--- src/rtl/arb_rr_4input.sv ---
// -----------------------------------------------------------------------------
// arb_rr_4input
//
// Four-requester round-robin arbiter with grant hold. A requester that wins
// keeps the resource for as long as its request stays high; when it lets go,
// the grant drops for at least one cycle before the next winner is chosen.
// The search for the next winner starts just past the most recent winner, so
// every active requester is served in turn.
//
// Optional feature (macro ARB_TIMEOUT_EN):
//   When defined, an owner is forced off after MAX_HOLD consecutive granted
//   cycles. The revocation raises a one-cycle timeout pulse and masks that
//   requester until it lowers its request. When undefined, there is no hold
//   counter and no mask, timeout is tied low and grants are held
//   indefinitely.
//
// Parameters:
//   MAX_HOLD  maximum consecutive granted cycles (2..255), ARB_TIMEOUT_EN only
//
// Ports:
//   clk       rising-edge clock for all state
//   reset     synchronous active-low reset (0 = reset asserted)
//   req       request lines, bit i = requester i wants or holds the resource
//   grant     registered one-hot (or all-zero) grant
//   grant_id  registered index of the current or most recent grant holder
//   busy      registered, high exactly when grant is nonzero
//   timeout   registered one-cycle pulse when a grant is revoked by the limit
// -----------------------------------------------------------------------------
module arb_rr_4input #(
    parameter int unsigned MAX_HOLD = 16
) (
    input  logic       clk,
    input  logic       reset,
    input  logic [3:0] req,
    output logic [3:0] grant,
    output logic [1:0] grant_id,
    output logic       busy,
    output logic       timeout
);

    // Reject out-of-range configurations at elaboration time.
    if (MAX_HOLD < 2 || MAX_HOLD > 255) begin : g_bad_max_hold
        $error("arb_rr_4input: MAX_HOLD must be in 2..255");
    end

    typedef enum logic {
        IDLE = 1'b0,
        OWN  = 1'b1
    } state_e;

    state_e     state_q,    state_d;
    logic [3:0] grant_q,    grant_d;
    logic [1:0] grant_id_q, grant_id_d;
    logic       busy_q,     busy_d;
    logic [1:0] ptr_q,      ptr_d;

`ifdef ARB_TIMEOUT_EN
    logic       timeout_q,  timeout_d;
    logic [7:0] hold_cnt_q, hold_cnt_d;
    logic [3:0] mask_q,     mask_d;
`endif

    // Requests allowed to compete in IDLE.
    logic [3:0] eligible;
    logic       pick_valid;
    logic [1:0] pick_idx;

`ifdef ARB_TIMEOUT_EN
    assign eligible = req & ~mask_q;
`else
    assign eligible = req;
`endif

    // -------------------------------------------------------------------------
    // Round-robin search: first set bit of vec visiting ptr, ptr+1, ... with
    // 2-bit wraparound. The found flag keeps the earliest hit in that order.
    // -------------------------------------------------------------------------
    always_comb begin
        logic [1:0] idx;
        pick_valid = 1'b0;
        pick_idx   = 2'd0;
        for (int k = 0; k < 4; k++) begin
            idx = ptr_q + 2'(k);
            if (!pick_valid && eligible[idx]) begin
                pick_valid = 1'b1;
                pick_idx   = idx;
            end
        end
    end

    // -------------------------------------------------------------------------
    // Next-state and next-output logic.
    // -------------------------------------------------------------------------
    // NOTE: every variable gets a default before the case statement so no
    // path leaves one unassigned, which would otherwise infer a latch.
    always_comb begin
        state_d    = state_q;
        grant_d    = grant_q;
        grant_id_d = grant_id_q;
        busy_d     = busy_q;
        ptr_d      = ptr_q;
`ifdef ARB_TIMEOUT_EN
        timeout_d  = 1'b0;
        hold_cnt_d = hold_cnt_q;
        // A mask bit lasts only while its request stays high.
        mask_d     = mask_q & req;
`endif

        unique case (state_q)
            IDLE: begin
                grant_d = 4'b0000;
                busy_d  = 1'b0;
                if (pick_valid) begin
                    grant_d    = 4'b0001 << pick_idx;
                    grant_id_d = pick_idx;
                    busy_d     = 1'b1;
                    ptr_d      = pick_idx + 2'd1;
                    state_d    = OWN;
`ifdef ARB_TIMEOUT_EN
                    // The first granted cycle counts as cycle 1.
                    hold_cnt_d = 8'd1;
`endif
                end
            end

            OWN: begin
                // Other request bits are deliberately ignored here; only the
                // owner's line decides whether the grant continues.
                if (!req[grant_id_q]) begin
                    grant_d = 4'b0000;
                    busy_d  = 1'b0;
                    state_d = IDLE;
`ifdef ARB_TIMEOUT_EN
                    hold_cnt_d = 8'd0;
                end else if (hold_cnt_q == 8'(MAX_HOLD)) begin
                    // Cycle MAX_HOLD was the last granted one: revoke and
                    // keep this requester out until it drops its request.
                    grant_d            = 4'b0000;
                    busy_d             = 1'b0;
                    state_d            = IDLE;
                    timeout_d          = 1'b1;
                    mask_d[grant_id_q] = 1'b1;
                    hold_cnt_d         = 8'd0;
                end else begin
                    hold_cnt_d = hold_cnt_q + 8'd1;
`endif
                end
            end

            default: begin
                state_d = IDLE;
                grant_d = 4'b0000;
                busy_d  = 1'b0;
            end
        endcase
    end

    // -------------------------------------------------------------------------
    // State registers with synchronous active-low reset.
    // -------------------------------------------------------------------------
    // NOTE: sequential state uses non-blocking assignments so every flop
    // samples the pre-edge values regardless of statement order.
    always_ff @(posedge clk) begin
        if (!reset) begin
            state_q    <= IDLE;
            grant_q    <= 4'b0000;
            grant_id_q <= 2'd0;
            busy_q     <= 1'b0;
            ptr_q      <= 2'd0;
`ifdef ARB_TIMEOUT_EN
            timeout_q  <= 1'b0;
            hold_cnt_q <= 8'd0;
            mask_q     <= 4'b0000;
`endif
        end else begin
            state_q    <= state_d;
            grant_q    <= grant_d;
            grant_id_q <= grant_id_d;
            busy_q     <= busy_d;
            ptr_q      <= ptr_d;
`ifdef ARB_TIMEOUT_EN
            timeout_q  <= timeout_d;
            hold_cnt_q <= hold_cnt_d;
            mask_q     <= mask_d;
`endif
        end
    end

    assign grant    = grant_q;
    assign grant_id = grant_id_q;
    assign busy     = busy_q;
`ifdef ARB_TIMEOUT_EN
    assign timeout  = timeout_q;
`else
    assign timeout  = 1'b0;
`endif

endmodule

--- config.mk ---
export PLATFORM = sky130hd
export DESIGN_NAME = arb_rr_4input
export DESIGN_NICKNAME = d
export VERILOG_FILES = /design/src/rtl/arb_rr_4input.sv
export SDC_FILE = /design/constraint.sdc
export NUM_CORES = 1
export LEC_CHECK = 0
export ABC_AREA = 1
export ABC_CLOCK_PERIOD_IN_PS = 2400
export BUFFER_PORTS_ARGS = -buffer_cell sky130_fd_sc_hd__buf_2
export CAP_MARGIN = 40
export CORE_MARGIN = 2
export CORE_UTILIZATION = 51
export DETAILED_ROUTE_END_ITERATION = 8
export GPL_TIMING_DRIVEN = 0
export PLACE_DENSITY = 0.73
export SLEW_MARGIN = 10
export SYNTH_ARGS = -nofsm -noshare
export SYNTH_HDL_FRONTEND = slang
export SYNTH_SLANG_ARGS = --single-unit
--- constraint.sdc ---
create_clock -name clk -period 2.4 [get_ports clk]
set_input_delay 0.48 -clock clk [delete_from_list [all_inputs] [get_ports clk]]
set_output_delay 0.48 -clock clk [all_outputs]
set_load 0.02 [all_outputs]
======== Word-level counts from Yosys, hierarchy flattened ========
Cells that the tools add are included.
storage, ports and cells
  bits in writable memories ............... 0
  ROM bits ................................ 0
  bits in latches ......................... 0
  memories ................................ 0
  bits in registers ....................... 10
operators by class
  divide/modulo/power cells ............... 0
  equality and inequality tests ........... 1
  $mul .................................... 0
  reduce and logical (&&, ||, !) cells .... 7
  add/subtract/negate cells ............... 4
  magnitude comparators ................... 5
  bitwise logic cells ..................... 1
  muxes and demuxes ....................... 26
  shifts and indexed selects .............. 1
operators by type and width
  cell                                                count
  < comparator 2 x 3 -> 1 bit, second input constant  5
  two-way mux 1 bit                                   12
  binary-select mux 1 bit (select 2 bit)              5
  two-way mux 2 bit                                   4
  two-way mux 4 bit                                   2
  one-hot mux 4 bit (2 select lines)                  1
  adder 2 x 1 -> 2 bit, second input constant         2
  adder 2 bit, second input constant                  2
  one-hot mux 1 bit (2 select lines)                  2
  left shift 1 x 2 -> 4 bit, first input constant     1
  logical AND 1 bit                                   3
  logical NOT 1 bit                                   3
  inequality test 2 bit, second input constant        1
  AND reduction 2 bit                                 1
  inverter 1 bit                                      1

======== Longest topological paths before layout ========
Gate-level depths: netlist of run 1.
  depth in word-level cells ............... 15
  mapped depth ............................ 14

======== Worst setup path after synthesis of run 1 ========
No wires, ideal clock.
  path type ............................... input to register
  from .................................... input req[3]
  to ...................................... register ptr_q[1]
  cell stages on the path ................. 11
  data arrival time ....................... 1.673 ns
  path slack .............................. 0.611 ns
  data required time ...................... 2.284 ns
  path buffers ............................ 0
  cell sequence ........................... inv_1 > nand2_1 > nand3_1 > nand2_1 > nor2_4 > nand3_2 > nand3_1 > inv_1 > ha_1 > o21ai_0 > nor2_1
on the way
  cells in the longest elaborated chain, start to end .. 13
  elaborated cells on any way between the ends .. 24
  classes of those cells .................. 1 x add/sub; 16 x mux; 7 x reduce/logical
RTL lines
  element                                  RTL line  source
  from (decl)                              34        input logic [3:0] req,
  binary-select mux 1 bit (select 2 bit)   84        if (!pick_valid && eligible[idx]) begin
  two-way mux 1 bit (implied by the code)  84
  two-way mux 1 bit                        84
  logical NOT 1 bit                        84
  logical AND 1 bit                        84
  two-way mux 1 bit                        84
  logical NOT 1 bit                        84
  logical AND 1 bit                        84
  two-way mux 1 bit                        84
  logical NOT 1 bit                        84
  logical AND 1 bit                        84
  two-way mux 2 bit *                      84
  named net pick_idx[0]                    66        logic [1:0] pick_idx;
  adder 2 x 1 -> 2 bit *                   117       ptr_d = pick_idx + 2'd1;
  to (signal assigned)                     180       ptr_q <= ptr_d;
  to (decl)                                55        logic [1:0] ptr_q, ptr_d;
Mark *: on every way through the listed nets, which the timed path passes. The rest lies on a longest branch. The select of a mux whose other input is x is not followed.
A chain may end at the register's enable or synchronous reset.

======== Worst setup path in the final report of run 1 ========
  from .................................... register ptr_q[0]
  to ...................................... register ptr_q[1]
on the way
  cells in the longest elaborated chain, start to end .. 13
  elaborated cells on any way between the ends .. 27
  classes of those cells .................. 4 x add/sub; 16 x mux; 7 x reduce/logical
RTL lines
  element                                                        RTL line
  branches (longest 11 deep; another with adder 2 x 1 -> 2 bit)  --
  two-way mux 2 bit *                                            84
  named net pick_idx[0]                                          66
  adder 2 x 1 -> 2 bit *                                         117
Mark *: on every way through the listed nets, which the timed path passes. The select of a mux whose other input is x is not followed.

==> results of run 1 <==
-- worst max-delay path: cells and delay by family (launching register included) --
kind / cells / cell delay, ns
and+or+nand+nor: 8 / 0.73
DFF: 1 / 0.33
adders and majority gates: 1 / 0.29
buffers and inverters: 3 / 0.28
AOI/OAI and AO/OA: 1 / 0.17
-- final timing paths --
path / start / endpoint / slack (ns) / cells after the start
max: ptr_q[0]$_SDFFE_PN0P_ / ptr_q[1]$_SDFFE_PN0P_ / 0.47 / 13
min: busy$_SDFFE_PN0P_ / busy$_SDFFE_PN0P_ / 0.46 / 2
max reg2reg: ptr_q[0]$_SDFFE_PN0P_ / ptr_q[1]$_SDFFE_PN0P_ / 0.47 / 13
min reg2reg: busy$_SDFFE_PN0P_ / busy$_SDFFE_PN0P_ / 0.46 / 2
-- stage by stage --
| step | instances | util | instance area [um^2] |
|---|---|---|---|
| floorplan | 112 | - | 712 |
| finish | 143 | 0.636 | 827 |
| global placement | 139 | 0.608 | 791 |
| CTS | 143 | 0.636 | 827 |
| detailed placement | 139 | 0.608 | 791 |
| global route | 143 | 0.636 | 827 |
-- area by class of cell --
cell class,instances,area (um^2),area share
plain buffers,2,18.8,0.0227
multi-input cells,83,419,0.507
clock buffers,4,36.3,0.0439
repair buffers,12,60.1,0.0726
flip-flops and latches,10,200,0.242
well taps,15,18.8,0.0227
inverters,17,73.8,0.0893
-- routing by layer --
metal	vias up	wire length [um]	GRT usage
met3	4	34	0.0479
met1	292	660	0.231
met4	0	23	0.0968
li1	378	-	-
met2	11	635	0.324
met5	-	0	0
-- cell usage in the layout, fill, tap and decap left out --
master / Yosys / final
buf_6: 1 / 1
nand2_2: 5 / 5
nor2_4: 1 / 1
buf_4: 1 / 1
buf_2: 0 / 12
nand3_2: 1 / 1
ha_1: 4 / 4
inv_2: 1 / 1
nand3_1: 10 / 10
o21ai_0: 3 / 3
inv_6: 2 / 2
nand2_4: 2 / 2
clkbuf_4: 0 / 3
nor2_1: 8 / 8
conb_1: 1 / 1
dfxtp_1: 10 / 10
clkbuf_8: 0 / 1
a21oi_1: 9 / 9
o211ai_1: 1 / 1
nand2_1: 38 / 38
inv_1: 14 / 14
-- power by group --
part,switching [mW],internal (mW)
clock network,0.0585,0.0921
registers,0.0458,0.238
logic,0.574,0.300
total,0.678,0.630
-- flip-flops by register name, indices dropped and copies added (netlist names) --
| signal | count |
|---|---|
| ptr_q | 2 |
| busy | 1 |
| state_q | 1 |
| grant_id | 2 |
| grant | 4 |
-- kinds of logic after synthesis --
kind of cell / synth area share
AO/OA/AOI/OAI: 0.0949
buffers and inverters: 0.130
AND/OR/NAND/NOR: 0.418
adder cells (fa/ha/maj): 0.0703
flip-flops: 0.281
other: 0.00527
==> summary.txt, run 1 <==
DR pass1 iterations - 4
total die area - 1710 um^2
WP data required - 2.56 ns
largest net degree at the start of global routing - 10
top cells by count, synth - nand2_1 (38), inv_1 (14), dfxtp_1 (10), nand3_1 (10), a21oi_1 (9)
Remaining Overflow, GRT - 0
register area share after synthesis - 0.281
Post-DRT Antenna Nets - 0
Post-synth EDFFs - 0
critical path cell sequence - buf_6, inv_6, nand2_1, nand2_1, nand2_2, nand2_2, nor2_4, nand3_2, nand3_1, inv_1, ha_1, o21ai_0, nor2_1
final hold violation count - 0
Hold Path Class - flip-flop to flip-flop
first-pass GRT wire length - 2.15 mm
# clock sinks - 10
clock slew at reported path FFs - 0.07 ns
GRT Util Overall - 0.195
dpl hpwl - 1.12 mm
min Tclk post-route - 1.93 ns
post-synth top area share - 0.281
Antenna diodes - 0
synth top area cells - dfxtp_1 (28%), nand2_1 (20%), inv_1 (7.4%)
drt wl/cell - 9.45 um
I/O Buffers - 12
Yosys reg bits - 10
Core ar. - 1300 um^2
Pwr Total - 1.31 mW
initial antenna violation count - 0
Fin Clk Skew - 0.00759 ns
RSZ-0062 raised after global routing - no
power per cell area - 1580 nW/um^2
# fillers - 136
data arrival time at the worst-slack endpoint - 2.08 ns
number of max-cap violations - 0
DR iter-0 viols - 13
Place WS - 0.319 ns
Worst IR Drop VDD - 0.793 mV
via count - 685
Initial Util - 0.547
Final setup viols - 0
Slew @ Worst Pin - 0.503 ns
final slew viol count - 0
Critical Path Slowest Stage Cell - dfxtp_1
PostCTS Resize Cnt - 0
WHS - 0.463 ns
Post-CTS Hold Buffers - 0
Setup Buffers After CTS - 0
Fmax - 518 MHz
layout cell share with drive strength beyond 1 - 0.234
Clk Latency, worst-skew pair - 0.27 ns
fin nets - 139
vias in the first global route - 563
CTS root buf - clkbuf_4
final setup margin - 0.470 ns
# rows - 13
DR vias/cell - 4.79
post-synth cell types - 18
run status - completed
largest area contributor in the netlist - dfxtp_1
H-tree depth - 1
IO Pins - 14
Die X - 41.4 um
Residual DRC - 0
critical path type - flip-flop to flip-flop
drt total wl - 1.35 mm
cell with the most instances after synthesis - nand2_1
Setup crit end kind - flip-flop
Avg Cell Area, Syn - 6.36 um^2
total negative slack - 0 ns
Syn Inst Count - 112
syn nets - 122
clock buffer count from CTS - 3
crit share post-route - 0.804
Leak - 0.466 nW
Area growth syn-to-layout - 16.2%
CTS tree - yes
Synth Cell Area - 712 um^2
Final GP Congestion - 0.754
ys async rst share - 0
Largest stage delay, worst path - 0.33 ns
max_slew headroom - 0.664
Ys Warns - 0
Top FF cell, synth - dfxtp_1
Max FO, Critical Path - 9
die height - 41.4 um
CTS Buffer Depth - 2
CP Launch Type - flip-flop
Note: power is estimated with default switching activity, not from simulation.
==> inputs of run 2 (changes only) <==
Settings changed: ABC_AREA 1 to 0, ABC_CLOCK_PERIOD_IN_PS 2400 to 1800, CORE_AREA set to 2 2 39 41, CORE_MARGIN 2 to unset, CORE_UTILIZATION 51 to unset, DIE_AREA set to 0 0 41 43, PLACE_DENSITY 0.73 to 0.63.
Clock period 2.4 ns to 1.8 ns, I/O delays scaled along.
==> run 2 against run 1 <==
  * Via count is 24% lower
  * Synthesized area shrank 22%
  * Combinational power fell by 78%
  * Total power is 49% lower
  * Critical path depth decreased by 6
  * First-iteration DRC count is 46% lower
  * Global-route usage is 4.2 points lower
  * Sequential power is 3% lower
  * Largest cell class unchanged
==> summary.txt, run 2 <==
run status - completed
Syn Inst Count - 67
syn nets - 77
critical path's top delay family - simple AND/OR/NAND/NOR gates
Area growth syn-to-layout - 25.2%
I/O Buffers - 12
Internal Dissipation - 0.451 mW
Ys Warns - 0
Yosys reg bits - 10
largest area contributor in the netlist - dfxtp_1
fin nets - 94
critical path buffer and inverter count - 1
# rows - 14
Setup crit end kind - flip-flop
data arrival time at the worst-slack endpoint - 1.74 ns
commonest cells after routing, fill and taps aside - buf_2 (12), nand2_1 (9), dfxtp_1 (9)
layout cell share with drive strength beyond 1 - 0.289
FF/Latch Area - 201 um^2
utilization after layout - 0.499
Post-synth EDFFs - 0
Residual DRC - 0
Remaining Overflow, GRT - 0
final hold violation count - 0
post-synth cell types - 25
DR iter-0 viols - 7
Top FF cell, synth - dfxtp_1
Post-DRT Antenna Nets - 0
Clk Latency, worst-skew pair - 0.26 ns
ys async rst share - 0
CP Launch Type - flip-flop
Die X - 41 um
cell with the most instances after synthesis - dfxtp_1
Fin Clk Skew - 0.00137 ns
Avg Cell Area, Syn - 8.24 um^2
WHS - 0.401 ns
Post-CTS Hold Buffers - 0
Hold Path Origin - reset
Initial Util - 0.399
vias in the first global route - 421
Core ar. - 1380 um^2
Antenna diodes - 0
dpl hpwl - 845 um
post-synth top area share - 0.363
CTS Buffer Depth - 2
Sw Pwr - 0.219 mW
critical path cell sequence - mux2i_1, nor2_1, nor4_4, inv_1, ha_1, nand3_1, o21ai_0
power per cell area - 969 nW/um^2
synth top area cells - dfxtp_1 (36%), ha_1 (9.1%), nand2_1 (6.1%)
Cell Count, Final, Fillers Out - 99
IO Pins - 14
total negative slack - 0 ns
commonest non-fill, non-tap cell in the layout - buf_2
RSZ-0062 raised after global routing - no
drt wl/cell - 11.9 um
clock share of power - 0.304
DR pass1 iterations - 4
critical path type - flip-flop to flip-flop
clock slew at reported path FFs - 0.07 ns
sw frac - 0.327
Placed Instances - 95
Hold Path Class - primary input to flip-flop
Synth Cell Area - 552 um^2
Fmax - 623 MHz
first-pass GRT wire length - 1.81 mm
max reg flops - 4
via count - 520
Setup crit start - ptr_q[1]$_SDFFE_PN0P_
largest net degree at the start of global routing - 11
# clock sinks - 10
Worst IR Drop VDD - 0.518 mV
worst r2r src - ptr_q[1]$_SDFFE_PN0P_
register area share after synthesis - 0.363
sequential share of power - 0.413
DR vias/cell - 5.25
total die area - 1760 um^2
H-tree depth - 1
# fillers - 140
WP data required - 1.93 ns
Comb pwr share - 0.283
top cells by count, synth - dfxtp_1 (10), nand2_1 (9), o21ai_0 (6)
area taken by multi-input logic gates - 350 um^2
Final setup viols - 0
clock buffer count from CTS - 3
CTS root buf - clkbuf_4
die height - 43 um
number of max-cap violations - 0
drt total wl - 1.18 mm
Max FO, Critical Path - 6
crit share post-route - 0.892
Largest stage delay, worst path - 0.40 ns
Final GP Congestion - 0.702
Leak - 0.304 nW
GRT Util Overall - 0.153
final slew viol count - 0
min Tclk post-route - 1.61 ns
CTS tree - yes
Critical Path Slowest Stage Cell - dfxtp_2
initial antenna violation count - 0
run 2: changes by cell type after synthesis, sizes merged, moves of 3 or more:
cell,previous run,this run
nand3,11,5
inv,17,3
nor4,0,3
nor2,9,5
nand2,45,9
o21ai,3,6
a21oi,9,4
run 2: cell families (layout without fill, tap and decap cells):
group / count (synthesis) / in the layout / synth area share
flip-flops: 10 / 10 / 0.363
buffers and inverters: 5 / 21 / 0.0408
AO/OA/AOI/OAI: 17 / 17 / 0.179
AND/OR/NAND/NOR: 27 / 27 / 0.263
other: 1 / 1 / 0.00680
multiplexers: 3 / 3 / 0.0567
adder cells (fa/ha/maj): 4 / 4 / 0.0907
run 2: cell type report:
type / count / share of cell area
Timing Repair Buffer: 12 / 0.0870
Tap cell: 16 / 0.0290
Clock buffer: 4 / 0.0525
Multi-Input combinational cell: 52 / 0.507
Sequential cell: 10 / 0.292
Buffer: 2 / 0.0163
Inverter: 3 / 0.0163
run 2: final timing paths:
path | to | slack (ns) | cells after the start
max reg2reg | grant[0]$_SDFFE_PN0P_ | 0.19 | 7
max | grant[0]$_SDFFE_PN0P_ | 0.19 | 7
min | grant[1]$_SDFFE_PN0P_ | 0.40 | 3
min reg2reg | grant[1]$_SDFFE_PN0P_ | 0.47 | 2
run 2: stage by stage:
| step | cell area [um^2] | setup slack, ns | power (mW) |
|---|---|---|---|
| after floorplan | 552 | 0.192 | 0.400 |
| after global placement | 632 | -0.0860 | 0.450 |
| after detailed placement | 632 | -0.160 | 0.456 |
| after CTS | 674 | 0.0552 | 0.664 |
| after global routing | 691 | 0.0591 | 0.713 |
| final | 691 | 0.194 | 0.669 |
run 2: what timing repair did:
action	CTS	global route
setup endpoints to repair	3	3
buffers inserted	0	0
gates resized for setup	1	3
run 2: metal layers:
layer,track usage,routed length (um),vias to the layer above
li1,-,-,265
met1,0.201,528,238
met2,0.225,565,15
met3,0.0314,75,2
met4,0.0800,12,0
met5,0,0,-
run 2: worst reg2reg max path, delay by kind of cell, from the launching register on:
family | cells | cell delay [ns]
buffers and inverters | 1 | 0.11
flip-flops | 1 | 0.40
multiplexers | 1 | 0.20
AND/OR/NAND/NOR | 3 | 0.50
AO/OA/AOI/OAI | 1 | 0.08
adder cells (fa/ha/maj) | 1 | 0.21
run 2: power groups by stage:
stage / Clock, mW / Combinational [mW] / Sequential [mW]
final: 0.204 / 0.189 / 0.276
after global routing: 0.218 / 0.214 / 0.280
after CTS: 0.208 / 0.183 / 0.273
after detailed placement: 0 / 0.178 / 0.278
after global placement: 0 / 0.173 / 0.277
after floorplan: 0 / 0.105 / 0.296
